[src/rtl/mux4_rr_arbiter_if.sv]
// Bus bundle between the round-robin arbiter and its requesters / mux consumer.
// The slave side is the arbiter itself; the master side drives requests and data.
interface mux4_rr_arbiter_if;
  logic [3:0] req;
  logic       a;
  logic       b;
  logic       c;
  logic       d;
  logic       s0;
  logic       s1;
  logic [3:0] gnt;
  logic       w;
  logic       w_valid;
  logic       busy;

  modport master (
    output req, a, b, c, d,
    input  s0, s1, gnt, w, w_valid, busy
  );

  modport slave (
    input  req, a, b, c, d,
    output s0, s1, gnt, w, w_valid, busy
  );
endinterface

[src/rtl/mux4_rr_arbiter.sv]
// Round-robin arbiter sharing one 4:1 mux among four requesters. Drives the
// mux selects from the grant and registers the selected data bit with a
// valid flag that lags the grant by one cycle.
module mux4_rr_arbiter #(
  parameter int unsigned MAX_HOLD = 4
) (
  input logic              clk,
  input logic              rst_n,
  mux4_rr_arbiter_if.slave bus
);

  localparam int unsigned HOLD_W = 4;

  typedef enum logic {IDLE, GRANT} state_t;

  state_t            state_q, state_d;
  logic [3:0]        gnt_q, gnt_d;
  logic [1:0]        sel_q, sel_d;
  logic [1:0]        last_q, last_d;
  logic [HOLD_W-1:0] hold_q, hold_d;
  logic              busy_q, busy_d;
  logic              w_q;
  logic              w_valid_q;

  logic [3:0]        others;
  logic [1:0]        idle_win;
  logic [1:0]        next_win;
  logic              mux_bit;

  // First set bit of r, searching upward from index start with wrap.
  function automatic logic [1:0] scan_from(input logic [3:0] r, input logic [1:0] start);
    logic [1:0] idx;
    logic       found;
    scan_from = start;
    found     = 1'b0;
    for (int unsigned i = 0; i < 4; i++) begin
      idx = start + 2'(i);
      if (!found && r[idx]) begin
        scan_from = idx;
        found     = 1'b1;
      end
    end
  endfunction

  // While granting, gnt_q is the owner's one-hot, so masking it leaves the
  // competing requests; scanning from owner+1 visits the owner last.
  assign others   = bus.req & ~gnt_q;
  assign idle_win = scan_from(bus.req, last_q + 2'd1);
  assign next_win = scan_from(others, sel_q + 2'd1);

  // Mux datapath using the currently driven selects.
  always_comb begin
    mux_bit = bus.a;
    case (sel_q)
      2'd0: mux_bit = bus.a;
      2'd1: mux_bit = bus.b;
      2'd2: mux_bit = bus.c;
      2'd3: mux_bit = bus.d;
      default: mux_bit = bus.a;
    endcase
  end

  // Next-state decision: idle pick-up, release, forced rotation at MAX_HOLD.
  always_comb begin
    state_d = state_q;
    gnt_d   = gnt_q;
    sel_d   = sel_q;
    last_d  = last_q;
    hold_d  = hold_q;
    busy_d  = busy_q;
    case (state_q)
      IDLE: begin
        if (|bus.req) begin
          state_d = GRANT;
          gnt_d   = 4'b0001 << idle_win;
          sel_d   = idle_win;
          last_d  = idle_win;
          hold_d  = HOLD_W'(1);
          busy_d  = 1'b1;
        end
      end
      GRANT: begin
        if (!bus.req[sel_q]) begin
          if (|others) begin
            gnt_d  = 4'b0001 << next_win;
            sel_d  = next_win;
            last_d = next_win;
            hold_d = HOLD_W'(1);
          end else begin
            state_d = IDLE;
            gnt_d   = '0;
            busy_d  = 1'b0;
          end
        end else if (hold_q == HOLD_W'(MAX_HOLD)) begin
          if (|others) begin
            gnt_d  = 4'b0001 << next_win;
            sel_d  = next_win;
            last_d = next_win;
          end
          hold_d = HOLD_W'(1);
        end else begin
          hold_d = hold_q + HOLD_W'(1);
        end
      end
      default: begin
        state_d = IDLE;
        gnt_d   = '0;
        busy_d  = 1'b0;
      end
    endcase
  end

  // Arbiter state and registered outputs, cleared asynchronously.
  always_ff @(posedge clk or negedge rst_n) begin
    if (!rst_n) begin
      state_q   <= IDLE;
      gnt_q     <= '0;
      sel_q     <= '0;
      last_q    <= 2'd3;
      hold_q    <= '0;
      busy_q    <= 1'b0;
      w_q       <= 1'b0;
      w_valid_q <= 1'b0;
    end else begin
      state_q   <= state_d;
      gnt_q     <= gnt_d;
      sel_q     <= sel_d;
      last_q    <= last_d;
      hold_q    <= hold_d;
      busy_q    <= busy_d;
      w_q       <= mux_bit;
      w_valid_q <= (state_q == GRANT);
    end
  end

  assign bus.gnt     = gnt_q;
  assign bus.s1      = sel_q[1];
  assign bus.s0      = sel_q[0];
  assign bus.w       = w_q;
  assign bus.w_valid = w_valid_q;
  assign bus.busy    = busy_q;

endmodule

[src/flat_wrapper.sv]
// flat-port wrapper written by rule: the top's interface ports become plain ports
module mux4_rr_arbiter_flat 
#(
  parameter int unsigned MAX_HOLD = 4
)
  (clk, rst_n, bus_req, bus_a, bus_b, bus_c, bus_d, bus_s0, bus_s1, bus_gnt, bus_w, bus_w_valid, bus_busy);
  mux4_rr_arbiter_if bus_i ();
  input logic clk;
  input logic rst_n;
  input wire logic [$bits(bus_i.req)-1:0] bus_req;
  input wire logic [$bits(bus_i.a)-1:0] bus_a;
  input wire logic [$bits(bus_i.b)-1:0] bus_b;
  input wire logic [$bits(bus_i.c)-1:0] bus_c;
  input wire logic [$bits(bus_i.d)-1:0] bus_d;
  output wire logic [$bits(bus_i.s0)-1:0] bus_s0;
  output wire logic [$bits(bus_i.s1)-1:0] bus_s1;
  output wire logic [$bits(bus_i.gnt)-1:0] bus_gnt;
  output wire logic [$bits(bus_i.w)-1:0] bus_w;
  output wire logic [$bits(bus_i.w_valid)-1:0] bus_w_valid;
  output wire logic [$bits(bus_i.busy)-1:0] bus_busy;
  assign bus_i.req = bus_req;
  assign bus_i.a = bus_a;
  assign bus_i.b = bus_b;
  assign bus_i.c = bus_c;
  assign bus_i.d = bus_d;
  assign bus_s0 = bus_i.s0;
  assign bus_s1 = bus_i.s1;
  assign bus_gnt = bus_i.gnt;
  assign bus_w = bus_i.w;
  assign bus_w_valid = bus_i.w_valid;
  assign bus_busy = bus_i.busy;
  mux4_rr_arbiter #(.MAX_HOLD(MAX_HOLD)) u_core (.clk(clk), .rst_n(rst_n), .bus(bus_i));
endmodule
[config.mk]
export PLATFORM = sky130hd
export DESIGN_NAME = mux4_rr_arbiter_flat
export DESIGN_NICKNAME = d
export VERILOG_FILES = /design/src/rtl/mux4_rr_arbiter_if.sv /design/src/rtl/mux4_rr_arbiter.sv /design/src/flat_wrapper.sv
export SDC_FILE = /design/constraint.sdc
export NUM_CORES = 1
export LEC_CHECK = 0
export BUFFER_PORTS_ARGS = -buffer_cell sky130_fd_sc_hd__buf_2
export CAP_MARGIN = 10
export CORE_UTILIZATION = 58
export DETAILED_ROUTE_END_ITERATION = 10
export PLACE_DENSITY = 0.81
export SYNTH_ARGS = -nofsm -noshare
export SYNTH_HDL_FRONTEND = slang
export SYNTH_SLANG_ARGS = --single-unit
[constraint.sdc]
create_clock -name clk -period 4.4 [get_ports clk]
set_clock_uncertainty 0.05 [all_clocks]
set_input_delay 1.1 -clock clk [delete_from_list [all_inputs] [get_ports clk]]
set_output_delay 1.1 -clock clk [all_outputs]
set_load 0.02 [all_outputs]
==> metrics.md, run 1 <==
| Metric | Value |
|---|---|
| Resized Gates After CTS | 0 |
| Worst setup path category | input port to register |
| Highest Clock Rate | between 300 and 400 MHz |
| DRC violations left | 0 |
| Final cell count without fillers | about 160 |
| Count of buffers from port buffering | 18 |
| WL final | ~2400 um |
| Number of rows created at floorplan | 15 |
| Area inside the core boundary | 1730 um^2 |
| Area of the die | 2010 um^2 |
| Placer's final routability congestion estimate | approximately 0.84 |
| Total negative setup slack | 0 ns |
| TritonCTS buffer count | 3 |
| Clock Pin Slew Worst Setup and Hold Paths | roughly 0.10 ns |
| Count of mapped cells out of synthesis | ~120 |
| Type of origin of the critical path | input port |
| Initial antenna violation count | 0 |
| Sequential cell area | roughly 400 um^2 |
| Number of global-route vias before repair | between 800 and 900 |
| Critical Path Slowest Stage Cell | sky130_fd_sc_hd__a222oi_1 |
| Synthesized area per cell | ~9 um^2 |
| Final critical path time including I/O delays and setup | around 2.6 ns |
| Share of synthesized area occupied by flip-flops and latches | 0.378 |
| Worst-Margin Slew | ~0.8 ns |
| Final max-slew violation count | 0 |
| Initial detailed-routing violation count | roughly 50 |
| Floorplan die width | ~45 um |
| Total Routing Usage GR | 0.259 |
| Run status | finished, final reports clean |
| Clk sinks | 16 |
| Initial cell density of the core | 0.617 |
| Antenna diode count | 0 |
| Chain of cells forming the critical path | buf_2 -> inv_1 -> o22ai_1 -> a222oi_1 -> and3b_1 -> a221o_1 |
| Remaining antenna violation count after routing | 0 |
| Path category of the worst min-delay check | register to register |
| Number of distinct standard cells referenced by the synthesized netlist | 39 |
| Largest voltage drop on the vdd net | around 0.36 mV |
| Filler cell count in the final layout | roughly 150 |
| Fraction of synthesis flops using an asynchronous set or reset pin | 1.00 |
| GR Overflow Total | 0 |
| Total power divided by cell area | about 720 nW/um^2 |
| Leakage power summed over all cells | approximately 0.6 nW |
| H-tree Lvls | 1 |
| Cts hold-fix bufs | 0 |
| Placed wire-length estimate | approximately 1700 um |
| Multi-input gate area in the final layout | around 610 um^2 |
| Worst-Skew Late Latency | ~0.28 ns |
| Post-detailed-route wirelength per cell | 14.9 um |
| Commonest register cell after synthesis | sky130_fd_sc_hd__dfrtp_1 |
| Vias/cell | slightly above 6 |
| RSZ-0062 raised after global routing | no |
| Number of endpoints with negative hold slack in the final report | 0 |
| Detailed-routing iteration count for the pre-antenna-repair pass | 4 |
| Via count | between 900 and 1000 |
| Clock tree from TritonCTS | yes |
| Number of register bits inferred by synthesis | 16 |
| Post-synthesis cell area | about 1100 um^2 |
| Area share of the largest cell type after synthesis | 0.329 |
| Total power | 0.877 mW |
| Cell class contributing the biggest share of worst-path delay | compound AO/OA/AOI/OAI gates |
| Worst hold-check slack | between 0.4 and 0.5 ns |
| Number of cells after detailed placement | ~160 |
| Arrival time at the worst endpoint | ~2.7 ns |
| Cell with the most instances after synthesis | sky130_fd_sc_hd__dfrtp_1 |
| CTS Root Cell | sky130_fd_sc_hd__clkbuf_4 |
| Finish-stage setup viols | 0 |
| Count of buffer and inverter cells on the critical path | 2 |
| Die height | ~45 um |
| Critical path capture point type | register |
| Final Cell Area | 1210 um^2 |
| Number of top-level design ports | 19 |
| Count of synthesis-stage warnings from yosys | 0 |
| Number of nets in the layout | approximately 150 |
| First-pass GRT wire length | approximately 3800 um |
| Most instantiated cells after synthesis | 14 x sky130_fd_sc_hd__dfrtp_1, 12 x sky130_fd_sc_hd__inv_1, 10 x sky130_fd_sc_hd__nand2_1, 9 x sky130_fd_sc_hd__o21ai_0, 8 x sky130_fd_sc_hd__nand3_1 |
| Fraction of final layout cells with drive strength greater than 1 | 0.213 |
| Max-capacitance violation count | 0 |
| Number of nets in the synthesized netlist | between 100 and 150 |
| Worst max-slew margin expressed relative to the limit | 0.480 |
| Biggest area consumer among synthesized cells | sky130_fd_sc_hd__dfrtp_1 |
| Largest stage delay on the critical path | 0.73 ns |
| Layout area overhead | 13.7% |
| Number of enable flip-flop cells after synthesis | 0 |
| Pin count of the biggest net entering global routing | 17 |
| Period utilization | 0.580 |
| Post-CTS Repair Setup Buffers | 0 |
| Worst endpoint required time | about 4.5 ns |
| Cell types occupying the most area after synthesis | sky130_fd_sc_hd__dfrtp_1 33%, sky130_fd_sc_hd__ha_1 7.0%, sky130_fd_sc_hd__dfstp_2 4.9% |
| Number of buffers on the longest clock path | 2 |
| Highest net fanout along the worst path | 6 |
| Dpl cell area | roughly 1200 um^2 |
[sequential cells by signal, summed over array words and instances, names as in the netlist]
name / cells
u_core.sel_q: 2
u_core.bus.busy: 1
u_core.bus.gnt: 4
u_core.last_q: 2
u_core.bus.w: 1
u_core.hold_q: 4
u_core.bus.w_valid: 1
u_core.state_q: 1
[final timing paths]
check                      cells past startpoint                    startpoint                            end  slack, ns
max in group asynchronous                      1                         rst_n   u_core.last_q[0]$_DFFE_PN1P_       3.34
hold reg to reg                                2  u_core.hold_q[3]$_DFFE_PN0P_   u_core.hold_q[3]$_DFFE_PN0P_       0.49
setup / recovery                               6                    bus_req[1]  u_core.bus.gnt[3]$_DFFE_PN0P_       1.85
hold / removal                                 2  u_core.hold_q[3]$_DFFE_PN0P_   u_core.hold_q[3]$_DFFE_PN0P_       0.49
min in group asynchronous                      1                         rst_n    u_core.sel_q[0]$_DFFE_PN0P_       0.66
setup reg to reg                               7   u_core.sel_q[0]$_DFFE_PN0P_  u_core.bus.gnt[1]$_DFFE_PN0P_       2.20
[area by class of cell]
cell class / instances / area share
repair buffers: 18 / 0.0743
flip-flops and latches: 16 / 0.332
multi-input cells: 86 / 0.501
well taps: 25 / 0.0258
inverters: 12 / 0.0372
clock buffers: 4 / 0.0299
[per-stage QoR]
stage / util / setup WS [ns]
global route: 0.702 / 1.82
detailed placement: 0.681 / 1.68
floorplan: - / 1.95
CTS: 0.702 / 1.88
finish: 0.702 / 1.85
global placement: 0.681 / 1.74
[power breakdown]
group / switching, mW / total, mW / internal, mW
combinational: 0.293 / 0.494 / 0.201
sequential: 0.0703 / 0.287 / 0.216
clock: 0.0468 / 0.0972 / 0.0503
total: 0.410 / 0.877 / 0.467
[placed cells by master (no fill, tap or decap), types with 3 or more instances in the layout]
master                     instances
sky130_fd_sc_hd__ha_1              6
sky130_fd_sc_hd__nand2_1          10
sky130_fd_sc_hd__o21ai_0           9
sky130_fd_sc_hd__inv_1            12
sky130_fd_sc_hd__clkbuf_4          3
sky130_fd_sc_hd__buf_2            18
sky130_fd_sc_hd__nand2b_1          6
sky130_fd_sc_hd__nand3_1           8
sky130_fd_sc_hd__nor2_1            7
sky130_fd_sc_hd__dfrtp_1          14
[kinds of logic (layout without fill, tap and decap cells)]
kind of cell	count (synthesis)	count (layout)	synth area share
buffers and inverters	13	34	0.0528
DFF	16	16	0.378
muxes	2	2	0.0305
adders and majority gates	6	6	0.0704
AOI/OAI and AO/OA	35	35	0.249
and+or+nand+nor	41	41	0.203
xor gates and xnor gates	2	2	0.0164
[worst register-to-register path: stages (launching register included)]
cell and delay [ns]:
sky130_fd_sc_hd__dfrtp_1 0.55, sky130_fd_sc_hd__inv_1 0.14, sky130_fd_sc_hd__ha_1 0.34, sky130_fd_sc_hd__inv_1 0.09
sky130_fd_sc_hd__nand3_1 0.07, sky130_fd_sc_hd__a41oi_1 0.48, sky130_fd_sc_hd__nor3_1 0.11, sky130_fd_sc_hd__a221o_1 0.27
[metal layers]
metal  global-route usage  wire length, um
met1                0.356             1070
met2                0.397             1120
met3               0.0360              125
met4                0.139               81
met5                    0                0
Note: power is estimated with default switching activity, not from simulation.
==> run 2, diff against run 1 <==
--- a/config.mk
+++ b/config.mk
@@ -5,11 +5,12 @@
 export SDC_FILE = /design/constraint.sdc
 export NUM_CORES = 1
 export LEC_CHECK = 0
+export ABC_AREA = 1
 export BUFFER_PORTS_ARGS = -buffer_cell sky130_fd_sc_hd__buf_2
 export CAP_MARGIN = 10
 export CORE_UTILIZATION = 58
 export DETAILED_ROUTE_END_ITERATION = 10
-export PLACE_DENSITY = 0.81
+export PLACE_DENSITY = 0.79
 export SYNTH_ARGS = -nofsm -noshare
 export SYNTH_HDL_FRONTEND = slang
 export SYNTH_SLANG_ARGS = --single-unit
==> constraint.sdc (replaced) <==
create_clock -name clk -period 2.5 [get_ports clk]
set_clock_uncertainty 0.05 [all_clocks]
set_input_delay 0.625 -clock clk [delete_from_list [all_inputs] [get_ports clk]]
set_output_delay 0.625 -clock clk [all_outputs]
set_load 0.02 [all_outputs]
==> run 2 against run 1 <==
  * Worst setup slack lost 1.6 ns
  * Worst hold slack got worse by 0.32 ns
  * Utilization shrank 2.1 points
  * Register-to-register slack got worse by 2.0 ns
  * Critical endpoint is now u_core.sel_q[1]$_DFFE_PN0P_
==> metrics.md, run 2 <==
| Metric | Value |
|---|---|
| Run status | finished, final reports clean |
| Filler cell count in the final layout | 247 (+70%) |
| Number of register bits inferred by synthesis | 16 (unchanged) |
| Worst reg-to-reg path cell count | 15 (+8) |
| Most common library cell in the layout ignoring fill and taps | sky130_fd_sc_hd__nand2_1 |
| Period utilization | 0.907 |
| Number of enable flip-flop cells after synthesis | 0 (unchanged) |
| Pin count of the biggest net entering global routing | 17 (unchanged) |
| Layout area overhead | 10.0% |
| Via count | 1609 (+65%) |
| Share of synthesized area occupied by flip-flops and latches | 0.263 (-0.115) |
| CTS Root Cell | sky130_fd_sc_hd__clkbuf_4 |
| Number of distinct standard cells referenced by the synthesized netlist | 28 (-28%) |
| Count of buffer and inverter cells on the critical path | 2 (unchanged) |
| Area of the die | 2850 um^2 (+42%) |
| Final Cell Area | 1690 um^2 (+39%) |
| Floorplan die width | 53.4 um (+19%) |
| Path category of the worst min-delay check | input port to async pin |
| Number of nets in the synthesized netlist | 265 (+100%) |
| Biggest area consumer among synthesized cells | sky130_fd_sc_hd__nand2_1 |
| Placer's final routability congestion estimate | 0.940 (+12%) |
| Dpl cell area | 1650 um^2 (+40%) |
| TritonCTS buffer count | 3 (unchanged) |
| Remaining antenna violation count after routing | 0 (unchanged) |
| Number of endpoints with negative hold slack in the final report | 0 (unchanged) |
| Cell types occupying the most area after synthesis | sky130_fd_sc_hd__nand2_1 25%, sky130_fd_sc_hd__dfrtp_1 23%, sky130_fd_sc_hd__nand3_1 10% |
| RSZ-0062 raised after global routing | no |
| Count of mapped cells out of synthesis | 249 (+120%) |
| H-tree Lvls | 1 (unchanged) |
| Number of rows created at floorplan | 18 (+3) |
| Finish-stage setup viols | 0 (unchanged) |
| Arrival time at the worst endpoint | 2.41 ns (-0.26 ns) |
| Detailed route wirelength on metal3 | 152 um (+22%) |
| Largest stage delay on the critical path | 0.42 ns (-0.31 ns) |
| Most numerous cell on the critical path | sky130_fd_sc_hd__nand2_1 |
| GR Overflow Total | 0 (unchanged) |
| Share of the core filled with cells in the final layout | 0.681 (-0.0214) |
| Total negative setup slack | 0 ns (unchanged) |
| Area share of the largest cell type after synthesis | 0.247 (-0.0813) |
| Area inside the core boundary | 2480 um^2 (+43%) |
| Post-detailed-route wirelength per cell | 11.6 um (-22%) |
| Count of synthesis-stage warnings from yosys | 0 (unchanged) |
| Worst-Skew Late Latency | 0.30 ns (+0.02 ns) |
| Post-CTS Repair Setup Buffers | 0 (unchanged) |
| Most instantiated cells after synthesis | 101 x sky130_fd_sc_hd__nand2_1, 32 x sky130_fd_sc_hd__nand3_1, 20 x sky130_fd_sc_hd__inv_1, 14 x sky130_fd_sc_hd__dfrtp_1, 14 x sky130_fd_sc_hd__nor2_1 |
| Critical path capture point type | register |
| Synthesized area per cell | 6.16 um^2 (-34%) |
| WL final | 3490 um (+45%) |
| Max-capacitance violation count | 0 (unchanged) |
| Clk sinks | 16 (unchanged) |
| Sum of met2 wire segment lengths after detailed routing | 1610 um (+44%) |
| Initial detailed-routing violation count | 44 (-14%) |
| Total Routing Usage GR | 0.281 (+0.0214) |
| Most frequent cells in the layout | 101 x sky130_fd_sc_hd__nand2_1, 32 x sky130_fd_sc_hd__nand3_1, 20 x sky130_fd_sc_hd__inv_1 |
| Number of global-route vias before repair | 1385 (+59%) |
| Worst max-slew margin expressed relative to the limit | 0.689 (+0.209) |
| Met1 Routed Length | 1700 um (+58%) |
| Cell with the most instances after synthesis | sky130_fd_sc_hd__nand2_1 |
| Antenna diode count | 0 (unchanged) |
| Origin of the critical flop-to-flop path | u_core.sel_q[1]$_DFFE_PN0P_ |
| Detailed-routing iteration count for the pre-antenna-repair pass | 4 (unchanged) |
| Clock Pin Slew Worst Setup and Hold Paths | 0.11 ns (about the same) |
| First-pass GRT wire length | 5790 um (+54%) |
| Worst-Margin Slew | 0.462 ns (-0.318 ns) |
| Final critical path time including I/O delays and setup | 2.27 ns |
| Cell class contributing the biggest share of worst-path delay | simple AND/OR/NAND/NOR gates |
| Placed wire-length estimate | 2730 um (+60%) |
| Top sig layer | met4 |
| Commonest register cell after synthesis | sky130_fd_sc_hd__dfrtp_1 |
| Clock tree from TritonCTS | yes |
| Die height | 53.4 um (+19%) |
| DRC violations left | 0 (unchanged) |
| Vias/cell | 5.36 (-12%) |
| Critical Path Slowest Stage Cell | sky130_fd_sc_hd__dfrtp_2 |
| Number of top-level design ports | 19 (unchanged) |
| Fraction of final layout cells with drive strength greater than 1 | 0.204 (-0.00953) |
| Fraction of synthesis flops using an asynchronous set or reset pin | 1.00 (unchanged) |
| Chain of cells forming the critical path | inv_1 -> ha_1 -> inv_2 -> nand2_1 -> nand2_1 -> nand3_1 -> nand2_2 -> and2_4 -> nand3_1 -> nand3_1 -> nand2_1 -> nand2_1 -> nand2_1 -> nand2_1 -> nand2_1 |
| Count of buffers from port buffering | 18 (unchanged) |
| Worst reg2reg path endpoint | u_core.sel_q[1]$_DFFE_PN0P_ |
| Initial cell density of the core | 0.619 (+0.00130) |
| FF-to-FF setup slack | 0.23 ns (-1.97 ns) |
| Highest Clock Rate | around 440 MHz |
| Post-synthesis cell area | 1530 um^2 (+44%) |
| Number of nets in the layout | 287 (+88%) |
| Initial antenna violation count | 0 (unchanged) |
| Worst setup path category | register to register |
| Highest net fanout along the worst path | 7 (+1) |
| Type of origin of the critical path | register |
| Worst hold-check slack | 0.177 ns (-0.316 ns) |
| Worst endpoint required time | 2.64 ns (-1.88 ns) |
| Final max-slew violation count | 0 (unchanged) |
| Number of buffers on the longest clock path | 2 (unchanged) |
## run 2: changes by cell type in the layout (fill, tap and decap cells not counted), moves of 6 or more
cell                       before  now
sky130_fd_sc_hd__nand3_1        8   32
sky130_fd_sc_hd__a21oi_1        2    8
sky130_fd_sc_hd__nand2_1       10  101
sky130_fd_sc_hd__inv_1         12   20
sky130_fd_sc_hd__nand2_2        1    9
sky130_fd_sc_hd__nand2b_1       6    0
sky130_fd_sc_hd__inv_2          0    6
sky130_fd_sc_hd__nand3_2        0    6
sky130_fd_sc_hd__nor2_1         7   14
## run 2: layer usage
layer  track usage  vias to the layer above
met4        0.0658                        0
met3        0.0345                        5
li1              -                      837
met1         0.378                      731
met5             0                        -
met2         0.471                       36
## run 2: layout make-up
cell class / count / area (um^2) / area share
timing repair buffer: 20 / 105 / 0.0623
tap: 30 / 37.5 / 0.0223
clock buffer: 4 / 36.3 / 0.0215
inverter: 27 / 101 / 0.0601
sequential: 16 / 404 / 0.240
multi-input combinational: 203 / 1000 / 0.594
## run 2: worst max-delay path by stage
stage	cells after the start	slack, ns	endpoint	from
floorplan	16	0.24	u_core.sel_q[1]$_DFFE_PN0P_	u_core.sel_q[0]$_DFFE_PN0P_
global placement	15	0.31	u_core.sel_q[1]$_DFFE_PN0P_	u_core.sel_q[1]$_DFFE_PN0P_
detailed placement	15	0.22	u_core.sel_q[1]$_DFFE_PN0P_	u_core.sel_q[1]$_DFFE_PN0P_
CTS	15	0.20	u_core.sel_q[1]$_DFFE_PN0P_	u_core.sel_q[1]$_DFFE_PN0P_
global route	15	0.01	u_core.sel_q[1]$_DFFE_PN0P_	u_core.sel_q[1]$_DFFE_PN0P_
finish	15	0.23	u_core.sel_q[1]$_DFFE_PN0P_	u_core.sel_q[1]$_DFFE_PN0P_
## run 2: per-stage QoR
| stage | worst slack (ns) | instances |
|---|---|---|
| finish | 0.232 | 300 |
| global route | 0.0129 | 300 |
| CTS | 0.198 | 300 |
| detailed placement | 0.224 | 296 |
| global placement | 0.313 | 296 |
| floorplan | 0.242 | 249 |
## run 2: cells by family (layout without fill, tap and decap cells)
group	count (synthesis)	after routing	share of synthesized area
xor+xnor	1	1	0.00572
compound gates	24	24	0.0849
flops	16	16	0.263
buf+inv	30	51	0.0833
simple gates	172	172	0.514
fa+ha+maj	6	6	0.0490
## run 2: repair_timing
| item | CTS | global route |
|---|---|---|
| endpoints found under the setup margin | 0 | 2 |
| resized for setup | 0 | 1 |
| hold buffers | 0 | 0 |
Power of run 2 is left out: the tool's default activity adds up to more than one toggle a clock period on the data nets, which glitch-free logic cannot reach.
==> run 3, diff against run 2 <==
--- a/config.mk
+++ b/config.mk
@@ -14,3 +14,4 @@
 export SYNTH_ARGS = -nofsm -noshare
 export SYNTH_HDL_FRONTEND = slang
 export SYNTH_SLANG_ARGS = --single-unit
+export TNS_END_PERCENT = 10
==> constraint.sdc (replaced) <==
create_clock -name clk -period 2.1 [get_ports clk]
set_clock_uncertainty 0.05 [all_clocks]
set_input_delay 0.525 -clock clk [delete_from_list [all_inputs] [get_ports clk]]
set_output_delay 0.525 -clock clk [all_outputs]
set_load 0.02 [all_outputs]
==> run 3 against run 2 <==
  * Critical path depth did not move
  * Worst setup slack got worse by 0.14 ns
  * Critical endpoint unchanged
  * Largest cell class unchanged
  * Routed wire length rose by 8.0%
  * Design area rose by 5.9%
  * Maximum frequency rose by 13%
  * Register-to-register slack got worse by 0.14 ns
==> metrics.md, run 3 (synthesized netlist as in run 2, its figures left out) <==
| Metric | Value |
|---|---|
| Run status | finished, final reports clean |
| CTS Root Cell | sky130_fd_sc_hd__clkbuf_4 |
| Floorplan die width | 53.4 um (unchanged) |
| Placed wire-length estimate | 2700 um (-1.1%) |
| Via count | 1657 (+3.0%) |
| TritonCTS buffer count | 3 (unchanged) |
| DRC violations left | 0 (unchanged) |
| Final critical path time including I/O delays and setup | 2.01 ns (-0.262 ns) |
| Period utilization | 0.955 (+0.0482) |
| Worst-Margin Slew | 0.457 ns (-0.00488 ns) |
| Clock Pin Slew Worst Setup and Hold Paths | 0.10 ns (about the same) |
| Detailed-routing iteration count for the pre-antenna-repair pass | 4 (unchanged) |
| Max-capacitance violation count | 0 (unchanged) |
| First-pass GRT wire length | 5960 um (+3.0%) |
| Antenna diode count | 0 (unchanged) |
| Worst max-slew margin expressed relative to the limit | 0.692 (+0.00328) |
| Share of the core filled with cells in the final layout | 0.721 (+0.0404) |
| Number of endpoints with negative hold slack in the final report | 0 (unchanged) |
| Min setup slack post-route | 0.0937 ns (-0.138 ns) |
| Most frequent cells in the layout | 97 x sky130_fd_sc_hd__nand2_1, 30 x sky130_fd_sc_hd__nand3_1, 19 x sky130_fd_sc_hd__inv_1 |
| Highest net fanout along the worst path | 7 (unchanged) |
| H-tree Lvls | 1 (unchanged) |
| Initial antenna violation count | 0 (unchanged) |
| Number of nets in the layout | 294 (+2.4%) |
| Initial detailed-routing violation count | 67 (+52%) |
| Layout area overhead | 16.6% |
| Remaining antenna violation count after routing | 0 (unchanged) |
| Number of buffers on the longest clock path | 2 (unchanged) |
| Number of rows created at floorplan | 18 (unchanged) |
| Worst setup path category | register to register |
| Area inside the core boundary | 2480 um^2 (unchanged) |
| Most common library cell in the layout ignoring fill and taps | sky130_fd_sc_hd__nand2_1 |
| Die height | 53.4 um (unchanged) |
| GR Overflow Total | 0 (unchanged) |
| Area of the die | 2850 um^2 (unchanged) |
| Clock tree from TritonCTS | yes |
| Path category of the worst min-delay check | input port to async pin |
| Clk sinks | 16 (unchanged) |
| Fraction of final layout cells with drive strength greater than 1 | 0.256 (+0.0526) |
| Finish-stage setup viols | 0 (unchanged) |
| Type of origin of the critical path | register |
| Worst-Skew Late Latency | 0.30 ns (about the same) |
| WL final | 3770 um (+8.0%) |
| Initial cell density of the core | 0.619 (unchanged) |
| Critical path capture point type | register |
| Worst setup slack after placement | 0.0218 ns (-0.202 ns) |
| Number of global-route vias before repair | 1409 (+1.7%) |
| Number of top-level design ports | 19 (unchanged) |
| Pin count of the biggest net entering global routing | 17 (unchanged) |
| Worst endpoint required time | 2.24 ns (-0.40 ns) |
| Placer's final routability congestion estimate | 0.838 (-11%) |
| Arrival time at the worst endpoint | 2.15 ns (-0.26 ns) |
| Worst hold-check slack | 0.0875 ns (-0.0891 ns) |
| Final max-slew violation count | 0 (unchanged) |
| Count of buffers from port buffering | 18 (unchanged) |
| Cts hold-fix bufs | 0 (unchanged) |
| Highest Clock Rate | 498 MHz (+13%) |
| Total Routing Usage GR | 0.288 (+0.00685) |
| Post-detailed-route wirelength per cell | 12.3 um (+5.5%) |
| Vias/cell | 5.40 (+0.64%) |
==> run 3: path summary, 6_finish.rpt <==
kind | start | endpoint | slack [ns] | cells after the start
hold reg to reg | u_core.bus.busy$_DFFE_PN0P_ | u_core.bus.busy$_DFFE_PN0P_ | 0.44 | 2
max in group asynchronous | rst_n | u_core.last_q[0]$_DFFE_PN1P_ | 1.59 | 1
hold / removal | rst_n | u_core.hold_q[3]$_DFFE_PN0P_ | 0.09 | 1
min in group clk | bus_a | u_core.bus.w$_DFF_PN0_ | 0.40 | 3
setup reg to reg | u_core.sel_q[1]$_DFFE_PN0P_ | u_core.sel_q[1]$_DFFE_PN0P_ | 0.09 | 15
setup / recovery | u_core.sel_q[1]$_DFFE_PN0P_ | u_core.sel_q[1]$_DFFE_PN0P_ | 0.09 | 15
==> run 3: area by class of cell <==
type	count	area, um^2
repair buffers	27	158
well taps	30	37.5
multi-input cells	203	1040
clock buffers	4	36.3
flip-flops and latches	16	404
inverters	27	106
fillers	231	691
==> run 3: what timing repair did <==
| item | in CTS | in global routing |
|---|---|---|
| pin swaps | 0 | 1 |
| endpoints found under the setup margin | 1 | 8 |
| resized for setup | 1 | 10 |
| setup buffers | 0 | 3 |
==> run 3: through the flow <==
stage          cell area (um^2)  cells  TNS [ns]
2_1_floorplan              1550    249         0
3_3_place_gp               1690    300         0
3_5_place_dp               1690    300         0
4_1_cts                    1730    304         0
5_1_grt                    1790    307   -0.0745
6_report                   1790    307         0
==> run 3: per-layer routing <==
metal / part of all wire / GRT usage
met1: 0.47 / 0.392
met2: 0.46 / 0.452
met3: 0.076 / 0.0690
met4: 0.0032 / 0.0658
met5: 0 / 0
==> run 3: worst max-delay path: stages, from the launching register on <==
cell and delay [ns]:
sky130_fd_sc_hd__dfrtp_1 0.40, sky130_fd_sc_hd__inv_2 0.09, sky130_fd_sc_hd__ha_4 0.23, sky130_fd_sc_hd__inv_4 0.09, sky130_fd_sc_hd__nand2_1 0.06, sky130_fd_sc_hd__nand2_2 0.09
sky130_fd_sc_hd__nand3_1 0.10, sky130_fd_sc_hd__nand2_2 0.10, sky130_fd_sc_hd__and2_4 0.18, sky130_fd_sc_hd__nand3_2 0.07, sky130_fd_sc_hd__nand3_1 0.10, sky130_fd_sc_hd__nand2_2 0.07
sky130_fd_sc_hd__nand2_1 0.07, sky130_fd_sc_hd__nand2_1 0.07, sky130_fd_sc_hd__nand2_2 0.07, sky130_fd_sc_hd__nand2_1 0.05
Power of run 3 is left out for the same reason.
